==> config.mk <==
export PLATFORM = sky130hd
export DESIGN_NAME = button_conditioner
export DESIGN_NICKNAME = d
export VERILOG_FILES = /design/src/rtl/button_conditioner.sv
export SDC_FILE = /design/constraint.sdc
export NUM_CORES = 1
export LEC_CHECK = 0
export BUFFER_PORTS_ARGS = -buffer_cell sky130_fd_sc_hd__buf_2
export CAP_MARGIN = 20
export CORE_ASPECT_RATIO = 1.75
export CORE_MARGIN = 2
export CORE_UTILIZATION = 50
export DETAILED_ROUTE_END_ITERATION = 10
export PLACE_DENSITY = 0.78
export SYNTH_ARGS = -nofsm -noshare
export SYNTH_HDL_FRONTEND = slang
export SYNTH_SLANG_ARGS = --single-unit
==> constraint.sdc <==
create_clock -name clk -period 2.53 [get_ports clk]
set_input_delay 0.506 -clock clk [delete_from_list [all_inputs] [get_ports clk]]
set_output_delay 0.506 -clock clk [all_outputs]
set_load 0.01 [all_outputs]
==> src/rtl/button_conditioner.sv <==
// Multi-channel push-button conditioner: two-flop sync, tick-gated debounce,
// press/release strobes and a hold-to-repeat strobe per channel.
module button_conditioner #(
  parameter int CHANNELS     = 5,
  parameter int STABLE_TICKS = 20,
  parameter int LONG_TICKS   = 500,
  parameter int REPEAT_TICKS = 100
) (
  input  logic                clk,
  input  logic                reset,
  input  logic                tick,
  input  logic [CHANNELS-1:0] in,
  output logic [CHANNELS-1:0] level,
  output logic [CHANNELS-1:0] press,
  // release/repeat are reserved words, hence the _pulse names
  output logic [CHANNELS-1:0] release_pulse,
  output logic [CHANNELS-1:0] repeat_pulse
);

  localparam int DW   = $clog2(STABLE_TICKS + 1);
  localparam int HMAX = (LONG_TICKS > REPEAT_TICKS) ? LONG_TICKS : REPEAT_TICKS;
  localparam int HW   = $clog2(HMAX + 1);

  localparam logic [DW-1:0] D_LAST = DW'(STABLE_TICKS - 1);
  localparam logic [DW-1:0] D_ONE  = DW'(1);
  localparam logic [HW-1:0] L_LAST = HW'(LONG_TICKS - 1);
  localparam logic [HW-1:0] R_LAST = HW'(REPEAT_TICKS - 1);
  localparam logic [HW-1:0] H_ONE  = HW'(1);

  typedef enum logic [1:0] {IDLE, WAIT_LONG, REPEATING} state_t;

  logic [CHANNELS-1:0] s1, s2, level_d, repeat_r;
  logic [CHANNELS-1:0] accept, rise, fall;
  logic [DW-1:0]       dcnt  [CHANNELS];
  logic [HW-1:0]       hcnt  [CHANNELS];
  state_t              state [CHANNELS];

  // The FSM reacts on the same edge the debounced level changes, so it
  // uses the accept decision rather than the registered level.
  always_comb begin
    accept = '0;
    for (int unsigned i = 0; i < CHANNELS; i++) begin
      accept[i] = tick && (s2[i] != level[i]) && (dcnt[i] == D_LAST);
    end
  end

  assign rise = accept & s2;
  assign fall = accept & ~s2;

  always_ff @(posedge clk) begin
    if (reset) begin
      s1       <= '0;
      s2       <= '0;
      level    <= '0;
      level_d  <= '0;
      repeat_r <= '0;
      for (int unsigned i = 0; i < CHANNELS; i++) begin
        dcnt[i]  <= '0;
        hcnt[i]  <= '0;
        state[i] <= IDLE;
      end
    end else begin
      s1       <= in;
      s2       <= s1;
      level_d  <= level;
      repeat_r <= '0;
      for (int unsigned i = 0; i < CHANNELS; i++) begin
        if (tick) begin
          if ((s2[i] == level[i]) || accept[i]) dcnt[i] <= '0;
          else                                  dcnt[i] <= dcnt[i] + D_ONE;
        end
        if (accept[i]) level[i] <= s2[i];

        if (fall[i]) begin
          state[i] <= IDLE;
          hcnt[i]  <= '0;
        end else if (rise[i]) begin
          state[i] <= WAIT_LONG;
          hcnt[i]  <= '0;
        end else if (tick && level[i]) begin
          case (state[i])
            WAIT_LONG: begin
              if (hcnt[i] == L_LAST) begin
                repeat_r[i] <= 1'b1;
                hcnt[i]     <= '0;
                state[i]    <= REPEATING;
              end else begin
                hcnt[i] <= hcnt[i] + H_ONE;
              end
            end
            REPEATING: begin
              if (hcnt[i] == R_LAST) begin
                repeat_r[i] <= 1'b1;
                hcnt[i]     <= '0;
              end else begin
                hcnt[i] <= hcnt[i] + H_ONE;
              end
            end
            default: ;
          endcase
        end
      end
    end
  end

  assign press         = level & ~level_d;
  assign release_pulse = ~level & level_d;
  assign repeat_pulse  = repeat_r;

endmodule

* Word-level counts from Yosys, hierarchy flattened *
Memory sizes are Yosys's and may differ from the RTL's.
Cells that the tools add are included.

word-level totals
  register bits after elaboration = 25
  bits in latches = 0
  word-level logic and storage cells = 430
  memories = 3
  input port bits = 8
  output and inout port bits = 20
  memory bits (read-only) = 0
  RAM bits = 80

cells by class
  multiply operators = 0
  divide/modulo/power cells = 0
  reduce and logical (&&, ||, !) cells = 25
  equality and inequality tests = 35
  order comparisons = 0
  add/sub/neg operators = 10
  muxes and demuxes = 277
  shift operators = 0
  bitwise gates (word level) = 67

memories
  memory  words  bits a word  read ports  clocked after Yosys merged registers in  wr ports  RTL line  text
  hcnt    5      9            5           0                                        5         35        logic [HW-1:0] hcnt [CHANNELS];
  dcnt    5      5            5           0                                        5         34        logic [DW-1:0] dcnt [CHANNELS];
  state   5      2            5           0                                        5         36        state_t state [CHANNELS];

operators by type and width
  kind                 number
  $mux 9               30
  $mux 1               217
  $or 1x1->1           55
  $mux 5               10
  $add 9x1->9 const B  5
  $eq 9x7->1 const B   5
  $eq 9x9->1 const B   5
  $mux 2               15
  $add 5x1->5 const B  5
  $eq 5x5->1 const B   5
  $and 5x5->5          4
  $reduce_or 4->1      5
  $logic_and 1x1->1    15
  $not 5->5            3
  $eq 2x1->1 const B   5
  $eq 2x2->1 const B   5
  $pmux 1 s2           5
  $eq 1x1->1           5
  $logic_or 1x1->1     5
  $ne 1x1->1           5
  $not 1->1            5

* Depth between registers and ports, before layout *
Gate-level depths: netlist of run 1.

  word-level depth = 13
  mapped depth = 7
  gate-level depth less buffers = 6

* Least setup slack after synthesis of run 1 *
Ideal clock, no wire load.

  path type = input port to flip-flop
  start point = input tick
  end point = memory hcnt[0][0] in the netlist's numbering (enable)
  data required time = 2.143 ns
  stages = 5
  arrival = 1.860 ns
  buffers on the path = 2
  setup slack = 0.283 ns
  library setup time = 0.387 ns
  cells stage by stage = buf_4 -> and2b_1 -> buf_2 -> o211ai_1 -> o21ai_0

RTL lines
  what             RTL line  text
  start, declared  11        input logic tick,
  end, declared    35

==> impl_metrics.yaml, run 1 <==
worst_setup_path:
  critPathKind: "flop to flop"
  startpoint_type: "flop"
  crit_arrival_ps: 2210
  r2r_end: "hcnt[4][3]"
  crit_path_end_kind: "flop"
  r2r.worst_path.cells: 5
  critPathRequiredTime_ps: 2610
  rr_startpoint: "dcnt[4][0]"
  critPathMaxFanout: 10
  ff2ff_setup_slack_ps: 410
logic_synthesis:
  synth_nets: 531
  synth_cell_types: 50
  yosysWarnings: 0
  ys_ff_latch: 105
  synth_top_area_cell: "edfxtp_1"
  ys_seq_area_share_pct: 53.25
  synth_ff_type: "edfxtp_1"
  synth_commonest_cells: "edfxtp_1 (80), nor2_1 (77), xnor2_1 (32)"
  synthTopCellsByArea: "edfxtp_1 (44%), dfxtp_1 (9.2%), nor2_1 (5.3%), xnor2_1 (5.1%), ha_1 (4.6%)"
  async_flop_share_pct: 0
  synth_area_mm2: 0.005451
  yosysMostFrequentCell: "edfxtp_1"
  netlist_instances: 503
  synth_edf_count: 80
  synth_top_area_share_pct: 44.07
  postSynthAreaPerCell_um2: 10.84
timing:
  setup_slack_ps: 406.6
  setup_viol_count_final: 0
  hold_viol: 0
  period_needed_ps: 2123
  fin_crit_sh_pct: 83.93
  setup_tns_ps: 0
  rsz0062_at_grt: "false"
  tightestPinTransition_ps: 591.8
  slew-limit-headroom_pct: 60.01
  fmax_mhz: 470.9
  fin_worst_skew_ps: 8.927
  slew_violations: 0
global_routing:
  overflow: 0
  grt_first_pass_wirelength_um: 17110
  grt_start_max_net_pins: 25
  antenna_found_initial: 1
  grtUsageTotal_pct: 17.91
  grt_pass1_vias: 3822
route:
  dr.pass1.iters: 4
  routed_wl_um: 9976
  viasPerCell: 5.637
  via_count: 3760
  wire_per_inst_um: 14.96
  drtIter0Drc: 223
  drc: 0
  route.antenna.remaining_nets: 0
finish:
  layout-drive-gt1-share_pct: 12.10
  final_nets: 561
  fillers: 905
  area_growth_pct: 10.65
  n_antenna_cell: 0
  multi_input_area_mm2: 0.002376
  final-seq-area_mm2: 0.002903
power:
  leakage_nw: 2.212
  vdd_drop_max_v: 0.0003671
  seqPwrFrac_pct: 55.5
  p_sw_uw: 729.4
  sw_frac_of_total_pct: 20.57
  p_clk_share_pct: 40.0
  p_int_mw: 2.816
  power_density_mw_per_mm2: 587.8
  combPwrFrac_pct: 4.5
clock_tree:
  cts_sinks: 105
  cts_tree: "yes"
  cts_buffers: 9
  clk_pin_slew_ps: 70
  cts_resized: 0
  cts_buffer_depth: 2
  clk_latency_ps: 350
  cts_hold_buffers: 0
  h-tree-depth: 3
  cts_root_buffer: "clkbuf_16"
  post_cts_buffers: 0
min_path:
  hold_path_end: "s1[3]"
  hp-start: "in[3]"
  hp-class: "primary input to flop"
  min_path_cells: 2
floorplanning:
  start_util_pct: 51.26
  ioPinCount: 28
  fp-row-count: 50
  fp.dieH_um: 142.1
  core_area_mm2: 0.01064
  die_area_mm2: 0.01179
  die_w_um: 82.93
placed_design:
  routabilityCongestion: 0.8222
  pre_cts_ws_ps: 363.9
  dp_hpwl_um: 7209
  numPortBuffers: 27
run:
  maxCapViolCount: 0
outcome:
  status: "finished, final reports clean"
==> critical path, cell delays in order (launching register included) <==
cell and delay, ps:
edfxtp_1 380, ha_1 220, nand4bb_1 330, o2111ai_1 300, o32a_1 550, nor2_2 80
==> cell type report <==
| cell class | count | area share, % |
|---|---|---|
| Timing Repair Buffer | 33 | 2.987 |
| Clock buffer | 14 | 5.103 |
| Inverter | 26 | 1.618 |
| Sequential cell | 105 | 48.12 |
| Tap cell | 130 | 2.697 |
| Multi-Input combinational cell | 358 | 39.39 |
| Clock inverter | 1 | 0.08297 |
==> metrics by stage <==
| step | util, % | power [mW] | hold WS (ps) | cells | cell area [µm²] |
|---|---|---|---|---|---|
| global route | 56.72 | 3.672 | 374.8 | 667 | 6032 |
| finish | 56.72 | 3.546 | 364.0 | 667 | 6032 |
| floorplan | - | 2.109 | 413.8 | 503 | 5451 |
| global placement | 53.78 | 2.151 | 426.3 | 652 | 5719 |
| CTS | 56.72 | 3.579 | 358.9 | 667 | 6032 |
| detailed placement | 53.78 | 2.163 | 425.1 | 652 | 5719 |
==> logic make-up (layout without fill, tap and decap cells) <==
logic type      Yosys count  count (layout)  synth area share [%]
compound gates           60              60                 7.712
xor+xnor                 50              50                 8.033
fa+ha+maj                20              20                 4.590
buf+inv                  40              74                 3.167
flops                   105             105                 53.25
mux                       3               3                0.5509
simple gates            225             225                 22.70
==> routing by layer <==
| metal | up-vias | global-route usage [%] | wire length [µm] |
|---|---|---|---|
| met1 | 1823 | 19.54 | 4008 |
| met3 | 15 | 3.828 | 377 |
| met4 | 2 | 8.801 | 216 |
| li1 | 1860 | - | - |
| met5 | - | 0 | 11 |
| met2 | 60 | 32.64 | 5362 |
==> state kept, by name (all words and copies together) (netlist names) <==
signal	cells
s2	5
hcnt	45
state	10
dcnt	25
level	5
s1	5
repeat_pulse	5
level_d	5
==> cells in the final DEF, fill, tap and decap left out, types with 3 or more instances in the layout <==
| cell type | instances |
|---|---|
| a211oi_1 | 4 |
| a21oi_1 | 12 |
| a22oi_1 | 3 |
| a31oi_1 | 3 |
| and3_1 | 10 |
| and4_1 | 3 |
| buf_2 | 27 |
| buf_4 | 6 |
| clkbuf_16 | 12 |
| dfxtp_1 | 25 |
| edfxtp_1 | 80 |
| ha_1 | 20 |
| inv_1 | 26 |
| mux2i_1 | 3 |
| nand2_1 | 20 |
| nand2b_1 | 4 |
| nand3_1 | 24 |
| nand4_1 | 13 |
| nand4bb_1 | 6 |
| nor2_1 | 77 |
| nor2_2 | 7 |
| nor2b_1 | 26 |
| nor3_1 | 6 |
| nor3b_1 | 4 |
| nor4b_1 | 9 |
| nor4bb_1 | 3 |
| o211a_1 | 5 |
| o211ai_1 | 4 |
| o211ai_2 | 3 |
| o21ai_0 | 19 |
| xnor2_1 | 32 |
| xor2_1 | 18 |
==> worst max path at each step <==
stage	start	endpoint	slack, ps	depth (start not counted)
final	dcnt[4][0]	hcnt[4][3]	410	5
after global routing	dcnt[4][0]	hcnt[4][8]	240	5
after CTS	dcnt[4][0]	hcnt[4][3]	410	5
after detailed placement	reset	hcnt[4][8]	360	5
after global placement	reset	hcnt[4][2]	430	5
after floorplan	tick	hcnt[0][0]	280	5
==> power by group through the flow <==
stage / sequential, mW / combinational [mW] / clock (mW)
floorplan: 1.99 / 0.122 / 0
global placement: 2.00 / 0.152 / 0
detailed placement: 2.01 / 0.157 / 0
CTS: 1.97 / 0.160 / 1.45
global route: 1.98 / 0.179 / 1.52
finish: 1.97 / 0.158 / 1.42
Note: power is estimated with default switching activity, not from simulation.
==> run 2: changes to the inputs <==
Settings changed: ABC_AREA set to 1.
Clock period 2.53 ns to 2.1 ns, I/O delays scaled along.
==> run 2 against run 1 <==
  * Global-route usage is 0.54 points higher
  * Routed wire length is 1.9% lower
  * Count of clock-buffer cells in the layout is 1 lower
  * Via count is 1.6% higher
  * Cell area is 0.12% lower
  * Critical path depth is 2 higher
==> impl_metrics.yaml, run 2 <==
logic_synthesis:
  netlist_instances: 585
  yosysWarnings: 0
  synth_top_area_cell: "edfxtp_1"
  synth_area_mm2: 0.005394
  ys_ff_latch: 105
  synth_cell_types: 33
  synth_ff_type: "edfxtp_1"
  synth_commonest_cells: "nor2_1 (141), inv_1 (88), edfxtp_1 (80)"
  postSynthAreaPerCell_um2: 9.220
  async_flop_share_pct: 0
  ys_seq_area_share_pct: 53.82
  synth_edf_count: 80
  synthTopCellsByArea: "edfxtp_1 (45%), nor2_1 (9.8%), dfxtp_1 (9.3%), inv_1 (6.1%), xor2_1 (5.5%)"
  synth_top_area_share_pct: 44.54
  yosysMostFrequentCell: "nor2_1"
  synth_nets: 613
outcome:
  status: "finished, final reports clean"
finish:
  regMostFlops: "hcnt"
  layout-drive-gt1-share_pct: 11.41
  reg.largest.list: "hcnt x45, dcnt x25, state x10"
  fin_util_pct: 56.65
  area_growth_pct: 11.69
  n_antenna_cell: 0
  final_cell_area_mm2: 0.006025
  final_common_cell: "nor2_1"
  final_nets: 654
  fillers: 965
  largest_reg_flops: 45
  layout_common_cells: "nor2_1 (141), inv_1 (88), edfxtp_1 (80)"
  finalNonFillerCells: 761
route:
  dr.pass1.iters: 5
  drc: 0
  via_count: 3820
  routed_wl_um: 9785
  drtIter0Drc: 238
  wire_per_inst_um: 12.86
  viasPerCell: 5.020
  route.antenna.remaining_nets: 0
worst_setup_path:
  critPathMaxFanout: 9
  critPathRequiredTime_ps: 2130
  path_cells: "ha_1 > inv_1 > nor3_1 > nand4_1 > nor2_1 > nor2_1 > nand3_2"
  max_stage_delay_ps: 380
  crit_path_end_kind: "flop"
  crit_path_frequent_cell: "nor2_1"
  critPathKind: "flop to flop"
  crit_arrival_ps: 1910
  r2r.worst_path.cells: 7
  cpMaxStageDelayCell: "edfxtp_1"
  startpoint_type: "flop"
timing:
  slew-limit-headroom_pct: 77.88
  period_needed_ps: 1873
  setup_tns_ps: 0
  tightestPinTransition_ps: 329.2
  whs_ps: 280.3
  hold_viol: 0
  setup_viol_count_final: 0
  fin_crit_sh_pct: 89.21
  fmax_mhz: 533.8
  slew_violations: 0
  rsz0062_at_grt: "false"
  setup_slack_ps: 226.6
  fin_worst_skew_ps: 10.33
clock_tree:
  cts_tree: "yes"
  cts_hold_buffers: 0
  h-tree-depth: 3
  clk_latency_ps: 340
  cts_buffers: 9
  cts_sinks: 105
  clk_pin_slew_ps: 70
  cts_buffer_depth: 2
  cts_root_buffer: "clkbuf_16"
placed_design:
  pre_cts_ws_ps: 85.65
  routabilityCongestion: 0.8305
  dpl-instance-area_mm2: 0.005720
  dp_hpwl_um: 7305
  numPortBuffers: 27
  dp.cells: 744
floorplanning:
  start_util_pct: 50.72
  die_area_mm2: 0.01167
  fp.dieH_um: 141.4
  core_area_mm2: 0.01064
  die_w_um: 82.52
  fp-row-count: 50
  ioPinCount: 28
global_routing:
  antenna_found_initial: 0
  grt_start_max_net_pins: 19
  grt_first_pass_wirelength_um: 16700
  grt_pass1_vias: 3912
  grtUsageTotal_pct: 18.45
  overflow: 0
run:
  maxCapViolCount: 0
power:
  power_density_mw_per_mm2: 688.2
  power.total_mw: 4.146
  leakage_nw: 2.595
  vdd_drop_max_v: 0.0004537
min_path:
  hp-class: "primary input to flop"
  min_path_cells: 3
## run 2: cell count changes in the layout (fill, tap and decap cells not counted), sizes merged, moves of 20 or more
cell	before	now
xnor2	32	12
nor2	84	144
inv	26	90
nor2b	27	1
nand3	24	52
nand2	20	78
## run 2: layout make-up
type,count,area (µm²),area share (%)
Sequential cell,105,2903,48.18
Clock buffer,13,261.5,4.341
Clock inverter,3,15.01,0.2492
Tap cell,130,162.7,2.700
Timing Repair Buffer,35,207.7,3.448
Multi-Input combinational cell,384,2133,35.41
Inverter,91,341.6,5.670
## run 2: power breakdown
part | switching, mW | internal (mW)
clock | 0.722 | 0.873
sequential | 0.0553 | 2.30
combinational | 0.125 | 0.0736
total | 0.902 | 3.24
## run 2: cell families after synthesis
kind of cell               synth area share, %
buffers and inverters                    7.005
adders and majority gates                4.639
AOI/OAI and AO/OA                        1.670
xor gates and xnor gates                 7.469
DFF                                      53.82
and+or+nand+nor                          25.40
## run 2: final timing paths
| check | startpoint | end | slack [ps] |
|---|---|---|---|
| setup / recovery | hcnt[2][0] | hcnt[2][5] | 230 |
| hold reg to reg | s1[4] | s2[4] | 410 |
| hold / removal | in[1] | s1[1] | 280 |
| setup reg to reg | hcnt[2][0] | hcnt[2][5] | 230 |
## run 2: layer usage
layer	global-route usage, %	part of all wire [%]	vias up
met3	4.198	2.8	15
li1	-	-	1967
met4	7.679	2.1	0
met5	0	0	-
met2	32.22	55	70
met1	21.15	40	1768
## run 2: critical path, delay by kind of cell (launching register included)
kind          cells  cell delay, ps
simple gates      5             910
buf+inv           1              60
fa+ha+maj         1             200
flops             1             380
## run 2: what timing repair did
item                                    4_1_cts  5_1_grt
buffers inserted                              0        1
hold endpoints to repair                      0        0
endpoints found under the setup margin        0       45
gates resized for setup                       0        4
==> run 3: changes to the inputs <==
--- a/config.mk
+++ b/config.mk
@@ -12,4 +12,5 @@
 export CORE_MARGIN = 2
 export CORE_UTILIZATION = 50
+export CTS_CLUSTER_SIZE = 40
 export DETAILED_ROUTE_END_ITERATION = 10
 export PLACE_DENSITY = 0.78
==> constraint.sdc (replaced) <==
create_clock -name clk -period 2.1 [get_ports clk]
set_input_delay 0.42 -clock clk [delete_from_list [all_inputs] [get_ports clk]]
set_output_delay 0.42 -clock clk [all_outputs]
set_load 0.1 [all_outputs]
==> run 3 against run 2 <==
  * Non-clock buffer count fell by 2
  * Largest cell class unchanged
  * Power increased by 1.5%
  * Register-to-register slack lost 70 ps
  * First-iteration DRC count increased by 0.84%
  * Clock skew is 1.1 ps lower
  * Worst setup slack worse by 68 ps
  * Count of clock-buffer cells in the layout down 1
  * Critical path depth fell by 1
  * Final cell count decreased by 0.26%
  * Sequential share of layout area shrank 0.32 points
==> impl_metrics.yaml, run 3 (same netlist as run 2, synthesis figures left out) <==
floorplanning:
  ioPinCount: 28
  die_area_mm2: 0.01167
  fp-row-count: 50
  start_util_pct: 50.72
  die_w_um: 82.52
  fp.dieH_um: 141.4
  core_area_mm2: 0.01064
power:
  vdd_drop_max_v: 0.0005778
  leakage_nw: 2.587
  power_density_mw_per_mm2: 692.0
global_routing:
  antenna_found_initial: 0
  use_met3_pct: 3.308
  grt_pass1_vias: 3828
  grtUsageTotal_pct: 18.50
  busiest_layer: "met2"
  grt_first_pass_wirelength_um: 16620
  overflow: 0
  met2_usage_pct: 32.13
  grt_start_max_net_pins: 19
  met1_usage_pct: 20.99
route:
  wire_per_inst_um: 12.77
  drtIter0Drc: 240
  drc: 0
  dr.pass1.iters: 4
  via_count: 3879
  viasPerCell: 5.111
  route.antenna.remaining_nets: 0
  routed_wl_um: 9690
worst_setup_path:
  startpoint_type: "flop"
  cpMaxStageDelayCell: "nand4_1"
  critPathKind: "flop to flop"
  crit_path_end_kind: "flop"
  max_stage_delay_ps: 410
  path_cells: "ha_1 > nand2_1 > nor2_1 > nand2_2 > nand3_1 > nand4_1"
  crit_arrival_ps: 1880
  critPathRequiredTime_ps: 2040
  critPathTopFamily: "simple AND/OR/NAND/NOR gates"
  critPathMaxFanout: 9
  path_buf_inv: 0
clock_tree:
  post_cts_buffers: 0
  cts_root_buffer: "clkbuf_16"
  clk_pin_slew_ps: 60
  h-tree-depth: 3
  clk_latency_ps: 350
  cts_buffer_depth: 2
  cts_sinks: 105
  cts_tree: "yes"
  cts_hold_buffers: 0
  cts_buffers: 9
timing:
  rsz0062_at_grt: "false"
  hold_viol: 0
  setup_viol_count_final: 0
  fin_worst_skew_ps: 9.200
  fin_crit_sh_pct: 92.45
  tightestPinTransition_ps: 502.2
  period_needed_ps: 1941
  whs_ps: 269.2
  slew_violations: 0
  fmax_mhz: 515.1
  slew-limit-headroom_pct: 66.42
placed_design:
  numPortBuffers: 27
  routabilityCongestion: 0.7917
  dp_hpwl_um: 7257
  dpl-instance-area_mm2: 0.005774
finish:
  n_antenna_cell: 0
  reg.largest.list: "hcnt x45, dcnt x25, state x10"
  regMostFlops: "hcnt"
  final_common_cell: "nor2_1"
  final_nets: 652
  layout_common_cells: "nor2_1 (132), inv_1 (88), edfxtp_1 (80)"
  area_growth_pct: 12.69
  largest_reg_flops: 45
  layout-drive-gt1-share_pct: 13.04
  fillers: 928
  final_cell_area_mm2: 0.006078
min_path:
  hp-class: "primary input to flop"
outcome:
  status: "finished, final reports clean"
run:
  maxCapViolCount: 0
==> run 3: cell types whose count changed in the layout (fill, tap and decap cells not counted), sizes merged <==
| cell | before | now |
|---|---|---|
| clkbuf | 13 | 12 |
| buf | 35 | 33 |
| bufinv | 0 | 1 |
==> run 3: repair_timing <==
| item | in CTS | in global routing |
|---|---|---|
| gates resized for setup | 0 | 3 |
| hold endpoints to repair | 0 | 0 |
| setup endpoints to repair | 0 | 27 |
==> run 3: report_power, final <==
| group | total, mW | leakage (nW) | switching, mW | internal (mW) |
|---|---|---|---|---|
| Clock | 1.66 | 0.142 | 0.709 | 0.948 |
| Combinational | 0.195 | 1.39 | 0.124 | 0.0718 |
| Sequential | 2.35 | 1.05 | 0.0565 | 2.30 |
| Total | 4.21 | 2.59 | 0.889 | 3.32 |
==> run 3: worst paths after layout <==
path	start	end	slack, ps	cells after the start
worst min register to register	s1[4]	s2[4]	400	2
worst max register to register	dcnt[4][0]	hcnt[4][2]	160	6
worst min-delay path	in[4]	s1[4]	270	3
worst max-delay path	dcnt[4][0]	hcnt[4][2]	160	6
==> run 3: layout make-up <==
type / instances / area (µm²) / share of cell area [%]
Multi-Input combinational cell: 384 / 2171 / 35.71
Timing Repair Buffer: 33 / 205.2 / 3.376
Inverter: 91 / 341.6 / 5.620
Clock inverter: 4 / 42.54 / 0.6999
Clock buffer: 12 / 246.5 / 4.055
Tap cell: 130 / 162.7 / 2.676
Sequential cell: 105 / 2909 / 47.86
==> run 3: per-stage QoR <==
stage | worst slack [ps] | TNS [ps] | power [mW] | instances | utilization (%)
finish | 158.5 | 0 | 4.206 | 759 | 57.15
global route | 11.66 | 0 | 4.340 | 759 | 57.15
CTS | 42.02 | 0 | 4.238 | 759 | 57.01
detailed placement | 83.84 | 0 | 2.593 | 743 | 54.29
global placement | 158.9 | 0 | 2.577 | 743 | 54.29
floorplan | -141.9 | -157.6 | 2.529 | 585 | -
==> run 3: per-layer routing <==
metal,vias up,share of wire (%)
li1,1959,-
met1,1828,41
met2,73,53
met3,19,3.3
met4,0,2.7
met5,-,0
==> run 3: worst reg2reg max path: stages (launching register included) <==
cell and delay [ps]:
edfxtp_1 370, ha_1 210, nand2_1 70, nor2_1 180
nand2_2 150, nand3_1 130, nand4_1 410
